$ cat src/rtl/mult_ctrl_pkg.sv
// Shared types and defaults for the multiplier-sharing controller.
package mult_ctrl_pkg;

  typedef enum logic [2:0] {IDLE, CLR, LOAD, RUN, DONE} state_t;

  localparam int DEF_WIDTH    = 32;
  localparam int DEF_NREQ     = 4;
  localparam int DEF_MULT_LAT = 34;

  // Id width never collapses to zero, even for a degenerate single requester.
  function automatic int calc_idw(input int n);
    return (n > 1) ? $clog2(n) : 1;
  endfunction

endpackage

$ cat src/rtl/rr_arbiter.sv
// Combinational round-robin arbiter: grants the first requester at or after ptr.
module rr_arbiter
  import mult_ctrl_pkg::*;
#(
  parameter int  NREQ = DEF_NREQ,
  localparam int IDW  = calc_idw(NREQ)
) (
  input  logic [NREQ-1:0] req,
  input  logic [IDW-1:0]  ptr,
  output logic [NREQ-1:0] gnt,
  output logic [IDW-1:0]  gnt_idx
);

  logic           found;
  logic [IDW-1:0] sel;

  always_comb begin
    gnt     = '0;
    gnt_idx = '0;
    found   = 1'b0;
    sel     = '0;
    for (int i = 0; i < NREQ; i++) begin
      sel = IDW'((int'(ptr) + i) % NREQ);
      if (!found && req[sel]) begin
        found    = 1'b1;
        gnt[sel] = 1'b1;
        gnt_idx  = sel;
      end
    end
  end

endmodule

$ cat src/rtl/mult_share_ctrl.sv
// Shares one sequential multiplier core among NREQ requesters: arbitrate, clear the core,
// load operands, count a fixed latency, then hold the tagged product until it is taken.
module mult_share_ctrl
  import mult_ctrl_pkg::*;
#(
  parameter int  WIDTH    = DEF_WIDTH,
  parameter int  NREQ     = DEF_NREQ,
  parameter int  MULT_LAT = DEF_MULT_LAT,
  localparam int IDW      = calc_idw(NREQ),
  localparam int CNTW     = $clog2(MULT_LAT + 1)
) (
  input  logic                  clk,
  input  logic                  rst,
  input  logic [NREQ-1:0]       req_valid,
  output logic [NREQ-1:0]       req_ready,
  input  logic [NREQ*WIDTH-1:0] req_a,
  input  logic [NREQ*WIDTH-1:0] req_b,
  output logic                  rsp_valid,
  input  logic                  rsp_ready,
  output logic [IDW-1:0]        rsp_id,
  output logic [2*WIDTH-1:0]    rsp_data,
  output logic                  busy,
  output logic                  mul_rst,
  output logic                  mul_en,
  output logic                  mul_load,
  output logic [WIDTH-1:0]      mul_a,
  output logic [WIDTH-1:0]      mul_b,
  input  logic [2*WIDTH-1:0]    mul_out
);

  localparam logic [CNTW-1:0] CNT_LAST = CNTW'(MULT_LAT - 1);
  localparam logic [IDW-1:0]  ID_LAST  = IDW'(NREQ - 1);

  state_t             state;
  state_t             state_nxt;
  logic [IDW-1:0]     ptr;
  logic [IDW-1:0]     id;
  logic [IDW-1:0]     gnt_idx;
  logic [NREQ-1:0]    gnt;
  logic [WIDTH-1:0]   op_a;
  logic [WIDTH-1:0]   op_b;
  logic [WIDTH-1:0]   sel_a;
  logic [WIDTH-1:0]   sel_b;
  logic [CNTW-1:0]    cnt;
  logic [2*WIDTH-1:0] product;
  logic               grant;

  rr_arbiter #(.NREQ(NREQ)) u_arb (
    .req     (req_valid),
    .ptr     (ptr),
    .gnt     (gnt),
    .gnt_idx (gnt_idx)
  );

  assign grant = (state == IDLE) && (|req_valid);

  always_comb begin
    sel_a = '0;
    sel_b = '0;
    for (int i = 0; i < NREQ; i++) begin
      if (gnt[i]) begin
        sel_a = req_a[i*WIDTH +: WIDTH];
        sel_b = req_b[i*WIDTH +: WIDTH];
      end
    end
  end

  always_ff @(posedge clk or negedge rst) begin
    if (!rst) state <= IDLE;
    else      state <= state_nxt;
  end

  always_comb begin
    state_nxt = state;
    unique case (state)
      IDLE:    if (grant) state_nxt = CLR;
      CLR:     state_nxt = LOAD;
      LOAD:    state_nxt = RUN;
      RUN:     if (cnt == CNT_LAST) state_nxt = DONE;
      DONE:    if (rsp_ready) state_nxt = IDLE;
      default: state_nxt = IDLE;
    endcase
  end

  // The grant is gated by reset so no requester sees an accept while the block is held.
  always_comb begin
    req_ready = '0;
    if (rst && grant) req_ready = gnt;
  end

  assign rsp_valid = (state == DONE);
  assign busy      = (state != IDLE);
  assign mul_rst   = (state == CLR) || !rst;
  assign mul_en    = (state == LOAD) || (state == RUN);
  assign mul_load  = (state == LOAD);
  assign mul_a     = op_a;
  assign mul_b     = op_b;
  assign rsp_id    = id;
  assign rsp_data  = product;

  always_ff @(posedge clk or negedge rst) begin
    if (!rst) begin
      ptr     <= '0;
      id      <= '0;
      op_a    <= '0;
      op_b    <= '0;
      cnt     <= '0;
      product <= '0;
    end else begin
      if (grant) begin
        ptr  <= (gnt_idx == ID_LAST) ? '0 : gnt_idx + IDW'(1);
        id   <= gnt_idx;
        op_a <= sel_a;
        op_b <= sel_b;
      end
      if (state == LOAD) begin
        cnt <= '0;
      end else if (state == RUN) begin
        cnt <= cnt + CNTW'(1);
        // The core has no done flag; the fixed latency is the only proof OUT is valid.
        if (cnt == CNT_LAST) product <= mul_out;
      end
    end
  end

endmodule

$ cat config.mk
export PLATFORM = sky130hd
export DESIGN_NAME = mult_share_ctrl
export DESIGN_NICKNAME = d
export VERILOG_FILES = /design/src/rtl/mult_ctrl_pkg.sv /design/src/rtl/rr_arbiter.sv /design/src/rtl/mult_share_ctrl.sv
export SDC_FILE = /design/constraint.sdc
export NUM_CORES = 1
export LEC_CHECK = 0
export CAP_MARGIN = 20
export CORE_AREA = 2 2 183 185
export CTS_CLUSTER_SIZE = 14
export DETAILED_ROUTE_END_ITERATION = 8
export DIE_AREA = 0 0 185 187
export HOLD_SLACK_MARGIN = 0.05
export SETUP_SLACK_MARGIN = 0.2
export SYNTH_ARGS = -nofsm -noshare
export SYNTH_HDL_FRONTEND = slang
export SYNTH_HIERARCHICAL = 1
export SYNTH_SLANG_ARGS = --single-unit
$ cat constraint.sdc
create_clock -name clk -period 9.95 [get_ports clk]
set_clock_uncertainty 0.05 [all_clocks]
set_input_delay 1.4925 -clock clk [delete_from_list [all_inputs] [get_ports clk]]
set_output_delay 1.4925 -clock clk [all_outputs]
set_load 0.1 [all_outputs]
### After elaboration in Yosys (flattened, before gate mapping)

Index checks and enable logic that the tools add are counted.

| cells by class | value |
|---|---|
| add/sub/neg operators | 5 |
| magnitude comparators | 8 |
| equality and inequality tests | 9 |
| muxes and demuxes | 43 |
| bitwise gates (word level) | 4 |
| reductions and logical operators | 21 |

Operators by type and width:

| operator | number |
|---|---|
| 2-to-1 mux 32 bit | 8 |
| 2-to-1 mux 4 bit | 5 |
| case mux 3 bit (5 select lines) | 1 |
| less-than comparator 2 x 3 -> 1 bit (second input constant) | 4 |
| 2-to-1 mux 6 bit | 2 |
| OR 4 bit | 3 |
| 2-to-1 mux 1 bit | 11 |
| 2-to-1 mux 2 bit | 5 |
| logical AND 1 bit | 9 |
| 2-to-1 mux 3 bit | 3 |
| binary-select mux 1 bit (select 2 bit) | 4 |
| demux 1 bit (select 2 bit) | 4 |
| greater-or-equal comparator 2 x 1 -> 1 bit (second input constant) | 4 |
| adder 6 x 1 -> 6 bit (second input constant) | 1 |
| == test 3 x 2 -> 1 bit (second input constant) | 2 |
| == test 6 bit (second input constant) | 1 |
| AND reduction 3 bit | 2 |
| adder 2 x 1 -> 2 bit (second input constant) | 2 |
| adder 2 bit (second input constant) | 2 |
| zero test 1 bit | 4 |
| inequality test 2 bit (second input constant) | 2 |
| OR reduction 4 bit | 1 |
| == test 3 x 1 -> 1 bit (second input constant) | 1 |
| == test 3 bit (second input constant) | 1 |
| other kinds (7) | 8 |

| word-level totals | value |
|---|---|
| flip-flop bits (word level) | 141 |
| output and inout bits | 139 |
| logic and storage cells | 97 |

### Depth between registers and ports, before layout

Gate-level depths: netlist of run 1.

| logic depth | value |
|---|---|
| depth after elaboration | 16 |
| mapped depth | 13 |
| mapped depth without buffers | 10 |

### Modules after synthesis

Netlist of run 1, hierarchy kept.

Modules (own cells, without submodules):

| module | instances | cells an instance | area each (um2) | sequential area each (um2) |
|---|---|---|---|---|
| mult_share_ctrl | 1 | 591 | 6735.2 | 3528.4 |
| rr_arbiter | 1 | 46 | 419.2 | 0.0 |

### Worst setup path after synthesis of run 1

No wires, ideal clock.

| timing | value |
|---|---|
| path type | input port to output port |
| start point | input port req_valid[1] |
| end point | output port req_ready[1] |
| data arrival time | 4.003 ns |
| required time | 8.408 ns |
| slack | 4.404 ns |
| stages | 8 |
| cells stage by stage | mux4_2 -> nand2b_4 -> nor3_4 -> a22oi_1 -> o21ai_1 -> clkbuf_1 -> clkbuf_1 -> and3_1 |

| on the way | value |
|---|---|
| cells in the longest elaborated chain, start to end | 13 |

RTL lines:

| element | line | source |
|---|---|---|
| start, declared | mult_share_ctrl.sv:14 | `input logic [NREQ-1:0] req_valid,` |
| binary-select mux 1 bit (select 2 bit) | rr_arbiter.sv:24 | `if (!found && req[sel]) begin` |
| 2-to-1 mux 1 bit (not written as such) | rr_arbiter.sv:24 |  |
| 2-to-1 mux 1 bit | rr_arbiter.sv:24 |  |
| zero test 1 bit | rr_arbiter.sv:24 |  |
| logical AND 1 bit | rr_arbiter.sv:24 |  |
| 2-to-1 mux 1 bit | rr_arbiter.sv:24 |  |
| zero test 1 bit | rr_arbiter.sv:24 |  |
| logical AND 1 bit | rr_arbiter.sv:24 |  |
| 2-to-1 mux 1 bit | rr_arbiter.sv:24 |  |
| zero test 1 bit | rr_arbiter.sv:24 |  |
| logical AND 1 bit | rr_arbiter.sv:24 |  |
| 2-to-1 mux 4 bit (*) | rr_arbiter.sv:24 |  |
| via gnt[1] | mult_share_ctrl.sv:39 | `logic [NREQ-1:0] gnt;` |
| 2-to-1 mux 4 bit (*) | mult_share_ctrl.sv:88 | `if (rst && grant) req_ready = gnt;` |
| end, declared | mult_share_ctrl.sv:15 | `output logic [NREQ-1:0] req_ready,` |

The timed path passes the listed nets; every way through them passes the cells marked *. The select of a mux whose other input is x is not followed.

### Worst setup path in the final report of run 1

Same ends and word-level chain as after synthesis.

==> results of run 1 <==
[cells by family after synthesis]
logic type / Yosys count / synth area share (%)
flops: 141 / 49.32
simple gates: 46 / 4.022
compound gates: 292 / 28.02
mux: 74 / 12.28
buf+inv: 76 / 4.967
fa+ha+maj: 8 / 1.399
[worst max-delay path, stage by stage]
cell,delay [ps]
sky130_fd_sc_hd__clkdlybuf4s50_1,530
sky130_fd_sc_hd__mux4_2,550
sky130_fd_sc_hd__nand2b_4,170
sky130_fd_sc_hd__nor3_4,270
sky130_fd_sc_hd__a22oi_1,150
sky130_fd_sc_hd__o21ai_4,80
sky130_fd_sc_hd__buf_4,640
sky130_fd_sc_hd__and3_1,260
sky130_fd_sc_hd__clkdlybuf4s50_1,1130
[cell type report]
type	instances	area, µm²
flip-flops and latches	141	3528
clock buffers	19	452.9
inverters	10	37.54
multi-input cells	420	3303
well taps	448	560.5
clock inverters	12	183.9
fillers	3253	20080
repair buffers	473	4713
[synth_stat cells (all sizes together), types with 2 or more instances]
cell type	instances
or3	2
a21oi	2
nor3b	2
a22oi	8
mux4	4
o31ai	67
o21ai	77
ha	8
nand3b	2
a21o	2
nor2	5
o22ai	65
nor4	2
dfrtp	141
inv	10
and3	6
nand3	3
buf	16
nand2	9
nor2b	4
a221oi	64
mux2i	3
clkbuf	50
or2	2
nor3	3
mux2	67
nand2b	4
[per-stage QoR]
step | cells | util [%] | setup slack, ps | hold WS [ps] | cell area [µm²]
after CTS | 1523 | 38.89 | 3116 | 458.8 | 12780
after detailed placement | 1492 | 36.95 | 3121 | 444.1 | 12140
after global placement | 1492 | 36.95 | 3181 | 437.9 | 12140
final | 1523 | 38.89 | 3105 | 453.9 | 12780
after floorplan | 637 | - | 4404 | 434.9 | 7154
after global routing | 1523 | 38.89 | 2955 | 462.8 | 12780
[sequential cells by signal, summed over array words and instances, names as in the netlist]
signal,flops
mul_b,32
rsp_id,2
mul_a,32
rsp_data,64
ptr,2
cnt,6
state,3
[routing by layer]
metal / routed length (µm) / vias up / track usage (%)
li1: - / 3408 / -
met1: 11780 / 3583 / 19.85
met2: 14320 / 391 / 27.83
met3: 3161 / 35 / 5.938
met4: 604 / 0 / 4.976
met5: 0 / - / 0
[worst paths after layout]
| path | from | to | slack (ps) | cells after the start |
|---|---|---|---|---|
| max | req_valid[1] | req_ready[1] | 3100 | 9 |
| min | rsp_data[23]$_DFFE_PN0P_ | rsp_data[23]$_DFFE_PN0P_ | 450 | 1 |
| max in group asynchronous | rst | rsp_data[53]$_DFFE_PN0P_ | 7370 | 2 |
| max reg2reg | ptr[0]$_DFFE_PN0P_ | mul_a[22]$_DFFE_PN0P_ | 5630 | 11 |
| min reg2reg | rsp_data[23]$_DFFE_PN0P_ | rsp_data[23]$_DFFE_PN0P_ | 450 | 1 |
| min in group asynchronous | rst | rsp_id[1]$_DFFE_PN0P_ | 1050 | 1 |
==> qor.yml, run 1 <==
sta:
  slew-limit-headroom_pct: 29.06
  timing.final.hold_violations: 0
  maxSlewViolCount: 0
  fin_tns_setup_ps: 0
  grt_setup_unrepaired: "no"
  finalCritPeriodShare_pct: 68.80
  tightestPinTransition_ps: 1061
  setup_violations: 0
  fmaxAchievable_mhz: 146.1
  min_period_ps: 6845
worst_setup_path:
  critPathRequiredTime_ps: 8410
  worstSetupStartpointType: "input pin"
  crit_arrival_ps: 5300
  crit_path_end_kind: "primary output"
  critical_path.max_fanout: 67
  timing.setup.critical_path_class: "input pin to primary output"
place:
  estimated_wirelength_of_the_detail_placed_design_mm: 21.80
  gp_routability_congestion: 0.8395
  io_buffers: 465
yosys:
  syn_avg_cell_area_um2: 11.23
  synth_top_cell_by_area: "sky130_fd_sc_hd__dfrtp_1"
  synth.top_cells.by_area: "sky130_fd_sc_hd__dfrtp_1, sky130_fd_sc_hd__mux2_2, sky130_fd_sc_hd__a221oi_1"
  synth_flop_cell: "sky130_fd_sc_hd__dfrtp_1"
  yosysSeqAreaShare_pct: 49.32
  synth.net_count: 972
  synth.distinct_cells: 45
  synth_top_area_share_pct: 49.32
  mappedNetlistArea_um2: 7154
  postSynthCellCount: 637
  asyncSetResetFlopFracSynth_pct: 100.0
  synth_seq_cells: 141
  synth_warnings: 6
  synth-edff-count: 0
cts:
  postCtsHoldBufs: 0
  cts-root-buf: "sky130_fd_sc_hd__clkbuf_16"
  postCtsResizedCells: 0
  clk_slew_on_worst_s_h_paths_ps: 60
  cts_max_path_buffers: 2
  numClockSinks: 141
  htree_num_levels: 4
  cts_inserted_buffers: 17
  cts_setup_buffers: 0
  clock_latency_ps: 420
  tritoncts_clock_tree: "yes"
floorplan:
  initial_utilization_pct: 21.77
  die_width_um: 185
  floorplan.rows: 67
  coreArea_um2: 32860
  io_pins: 466
  floorplan.die.height_um: 187
  die_area_um2: 34600
routing:
  detail-route-antenna-nets: 0
  routed_wirelength_mm: 29.87
  post_drt_via_cell_ratio: 4.870
  post-route-drc-count: 0
  mean_routed_wirelength_per_cell_um: 19.61
  first_iter_violations: 351
  dr.pass1.iters: 5
  vias: 7417
global_routing:
  grt.total_usage_pct: 16.60
  grt_max_degree: 78
  gr_overflow_total: 0
  grt_antenna_before_repair: 0
  wire_length_of_the_first_global_routing_pass_mm: 44.13
  grt_pass1_vias: 7529
final_layout:
  post_route_cells_drive_above_1_share_pct: 11.63
  layout.cells.most_common: "sky130_fd_sc_hd__clkdlybuf4s50_1"
  final_cell_mix: "sky130_fd_sc_hd__clkdlybuf4s50_1, sky130_fd_sc_hd__dfrtp_1, sky130_fd_sc_hd__o21ai_0, sky130_fd_sc_hd__o31ai_1, sky130_fd_sc_hd__mux2_2"
  synthToLayoutAreaGrowth_pct: 78.63
  nNetsFinal: 1398
  num_antenna_cells: 0
outcome:
  outcome: "finished, final reports clean"
flow_run:
  cap_violations: 0
min_path:
  holdCritPathClass: "flop to flop"
Power of run 1 is left out: the tool's default activity adds up to more than one toggle a clock period on the data nets, which glitch-free logic cannot reach.
==> inputs of run 2 (changes only) <==
- CORE_AREA: 2 2 183 185 -> 2 2 179 181
- DIE_AREA: 0 0 185 187 -> 0 0 181 183
- clock period: 9.95 -> 5.95 ns (I/O delays scaled with it)
==> run 2 against run 1 <==
  * Critical path depth is 1 higher
  * Global-route usage up 2.1 points
  * Sequential share of layout area is 0.17 points higher
  * Final cell count shrank 2.5%
  * Clock-buffer cell count down 1
  * Final area fell by 0.63%
  * Flip-flop and latch count is the same
  * Via count is 0.92% higher
  * Non-clock buffer count is 3 higher
  * Critical path type is now flop to flop
==> qor.yml, run 2 (same netlist as run 1, synthesis figures left out) <==
outcome:
  outcome: "finished, final reports clean"
worst_setup_path:
  slowest_stage: "sky130_fd_sc_hd__nor2b_4"
  timing.critical_path.cells: "inv_1 -> ha_1 -> mux4_2 -> nor2b_4 -> a22oi_1 -> o21ai_1 -> nor2b_4 -> buf_4 -> a221oi_1 -> o31ai_1"
  kind_of_cell_adding_the_most_delay_to_the_critical_path: "simple AND/OR/NAND/NOR gates"
  crit_top_cell: "sky130_fd_sc_hd__nor2b_4"
  crit_path_end_kind: "flop"
  critPathRequiredTime_ps: 6200
  timing.critical_path.depth: 10
  timing.setup.critical_path_class: "flop to flop"
  critical_path.max_fanout: 34
  r2r_cells: 10
  cpPeakStageDelay_ps: 850
  worstPathBufferInverterCount: 2
  crit_arrival_ps: 4590
  worstSetupStartpointType: "flop"
cts:
  numClockSinks: 141
  tritoncts_clock_tree: "yes"
  postCtsResizedCells: 0
  clock_latency_ps: 410
  cts_max_path_buffers: 2
  htree_num_levels: 4
  cts_setup_buffers: 0
  cts_inserted_buffers: 17
  postCtsHoldBufs: 0
  cts-root-buf: "sky130_fd_sc_hd__clkbuf_16"
  clk_slew_on_worst_s_h_paths_ps: 70
floorplan:
  die_width_um: 181
  coreArea_um2: 31230
  floorplan.rows: 65
  floorplan.die.height_um: 183
  io_pins: 466
  initial_utilization_pct: 22.91
  die_area_um2: 33120
place:
  io_buffers: 465
  gp_routability_congestion: 0.8356
  detailed_place.area_um2: 12110
  place_worst_setup_slack_ps: 1210
  estimated_wirelength_of_the_detail_placed_design_mm: 22.90
global_routing:
  grt_pass1_vias: 7616
  grt_antenna_before_repair: 7
  grt.total_usage_pct: 18.66
  gr_overflow_total: 0
  wire_length_of_the_first_global_routing_pass_mm: 47.36
  grt_max_degree: 77
routing:
  mean_routed_wirelength_per_cell_um: 21.39
  dr.pass1.iters: 5
  post_drt_via_cell_ratio: 5.040
  vias: 7485
  post-route-drc-count: 0
  routed_wirelength_mm: 31.76
  first_iter_violations: 430
  detail-route-antenna-nets: 0
sta:
  timing.final.hold_violations: 0
  setup_violations: 0
  min_period_ps: 4343
  fmaxAchievable_mhz: 230.3
  slew-limit-headroom_pct: 28.98
  tightestPinTransition_ps: 1062
  finalCritPeriodShare_pct: 72.99
  finalWorstSetupSlack_ps: 1607
  grt_setup_unrepaired: "no"
  maxSlewViolCount: 0
  fin_tns_setup_ps: 0
min_path:
  holdCritPathClass: "input pin to async pin"
final_layout:
  synthToLayoutAreaGrowth_pct: 77.51
  seqCellArea_um2: 3528
  layout.cells.most_common: "sky130_fd_sc_hd__clkdlybuf4s50_1"
  final_design_area_excluding_fillers_um2: 12700
  flip_flop_count_of_the_largest_register_all_copies_and_words_added: 64
  final_cell_mix: "sky130_fd_sc_hd__clkdlybuf4s50_1, sky130_fd_sc_hd__dfrtp_1, sky130_fd_sc_hd__o21ai_0, sky130_fd_sc_hd__o31ai_1, sky130_fd_sc_hd__mux2_2"
  nNetsFinal: 1401
  filler_cell_count: 3037
  post_route_cells_drive_above_1_share_pct: 12.23
  multi_input_area_um2: 3303
flow_run:
  cap_violations: 0
## run 2: path summary, 6_finish.rpt
path	start	end	slack (ps)
min reg2reg	rsp_data[36]$_DFFE_PN0P_	rsp_data[36]$_DFFE_PN0P_	460
max reg2reg	ptr[0]$_DFFE_PN0P_	mul_b[26]$_DFFE_PN0P_	1610
min in group clk	rsp_data[36]$_DFFE_PN0P_	rsp_data[36]$_DFFE_PN0P_	460
min	rst	mul_b[23]$_DFFE_PN0P_	270
max in group asynchronous	rst	rsp_data[8]$_DFFE_PN0P_	4340
max	ptr[0]$_DFFE_PN0P_	mul_b[26]$_DFFE_PN0P_	1610
## run 2: stage by stage
| stage | util [%] | hold slack (ps) | instances |
|---|---|---|---|
| 3_3_place_gp | 38.71 | 437.6 | 1448 |
| 4_1_cts | 40.63 | 257.5 | 1481 |
| 2_1_floorplan | - | 434.9 | 637 |
| 3_5_place_dp | 38.78 | 444.3 | 1449 |
| 5_1_grt | 40.67 | 258.9 | 1485 |
| 6_report | 40.67 | 270.7 | 1485 |
## run 2: metal layers
metal  global-route usage, %  wire [µm]  vias to the layer above
met5                       0         41                        -
met4                   6.537        730                        6
met3                   6.513       2865                       41
met2                   31.26      15640                      394
met1                   22.29      12480                     3628
li1                        -          -                     3416
## run 2: worst register-to-register path: cells and delay by family, from the launching register on
family / cells / cell delay [ps]
fa+ha+maj: 1 / 440
flops: 1 / 700
compound gates: 4 / 820
buf+inv: 2 / 680
simple gates: 2 / 1070
mux: 1 / 470
## run 2: final cells by class
type                       instances  area share, %
antenna                            4        0.07882
clock buffer                      18          3.379
clock inverter                    14          1.182
inverter                          10         0.2956
multi-input combinational        420          26.01
sequential                       141          27.78
tap                              402          3.961
timing repair buffer             476          37.31
Power of run 2 is left out for the same reason.
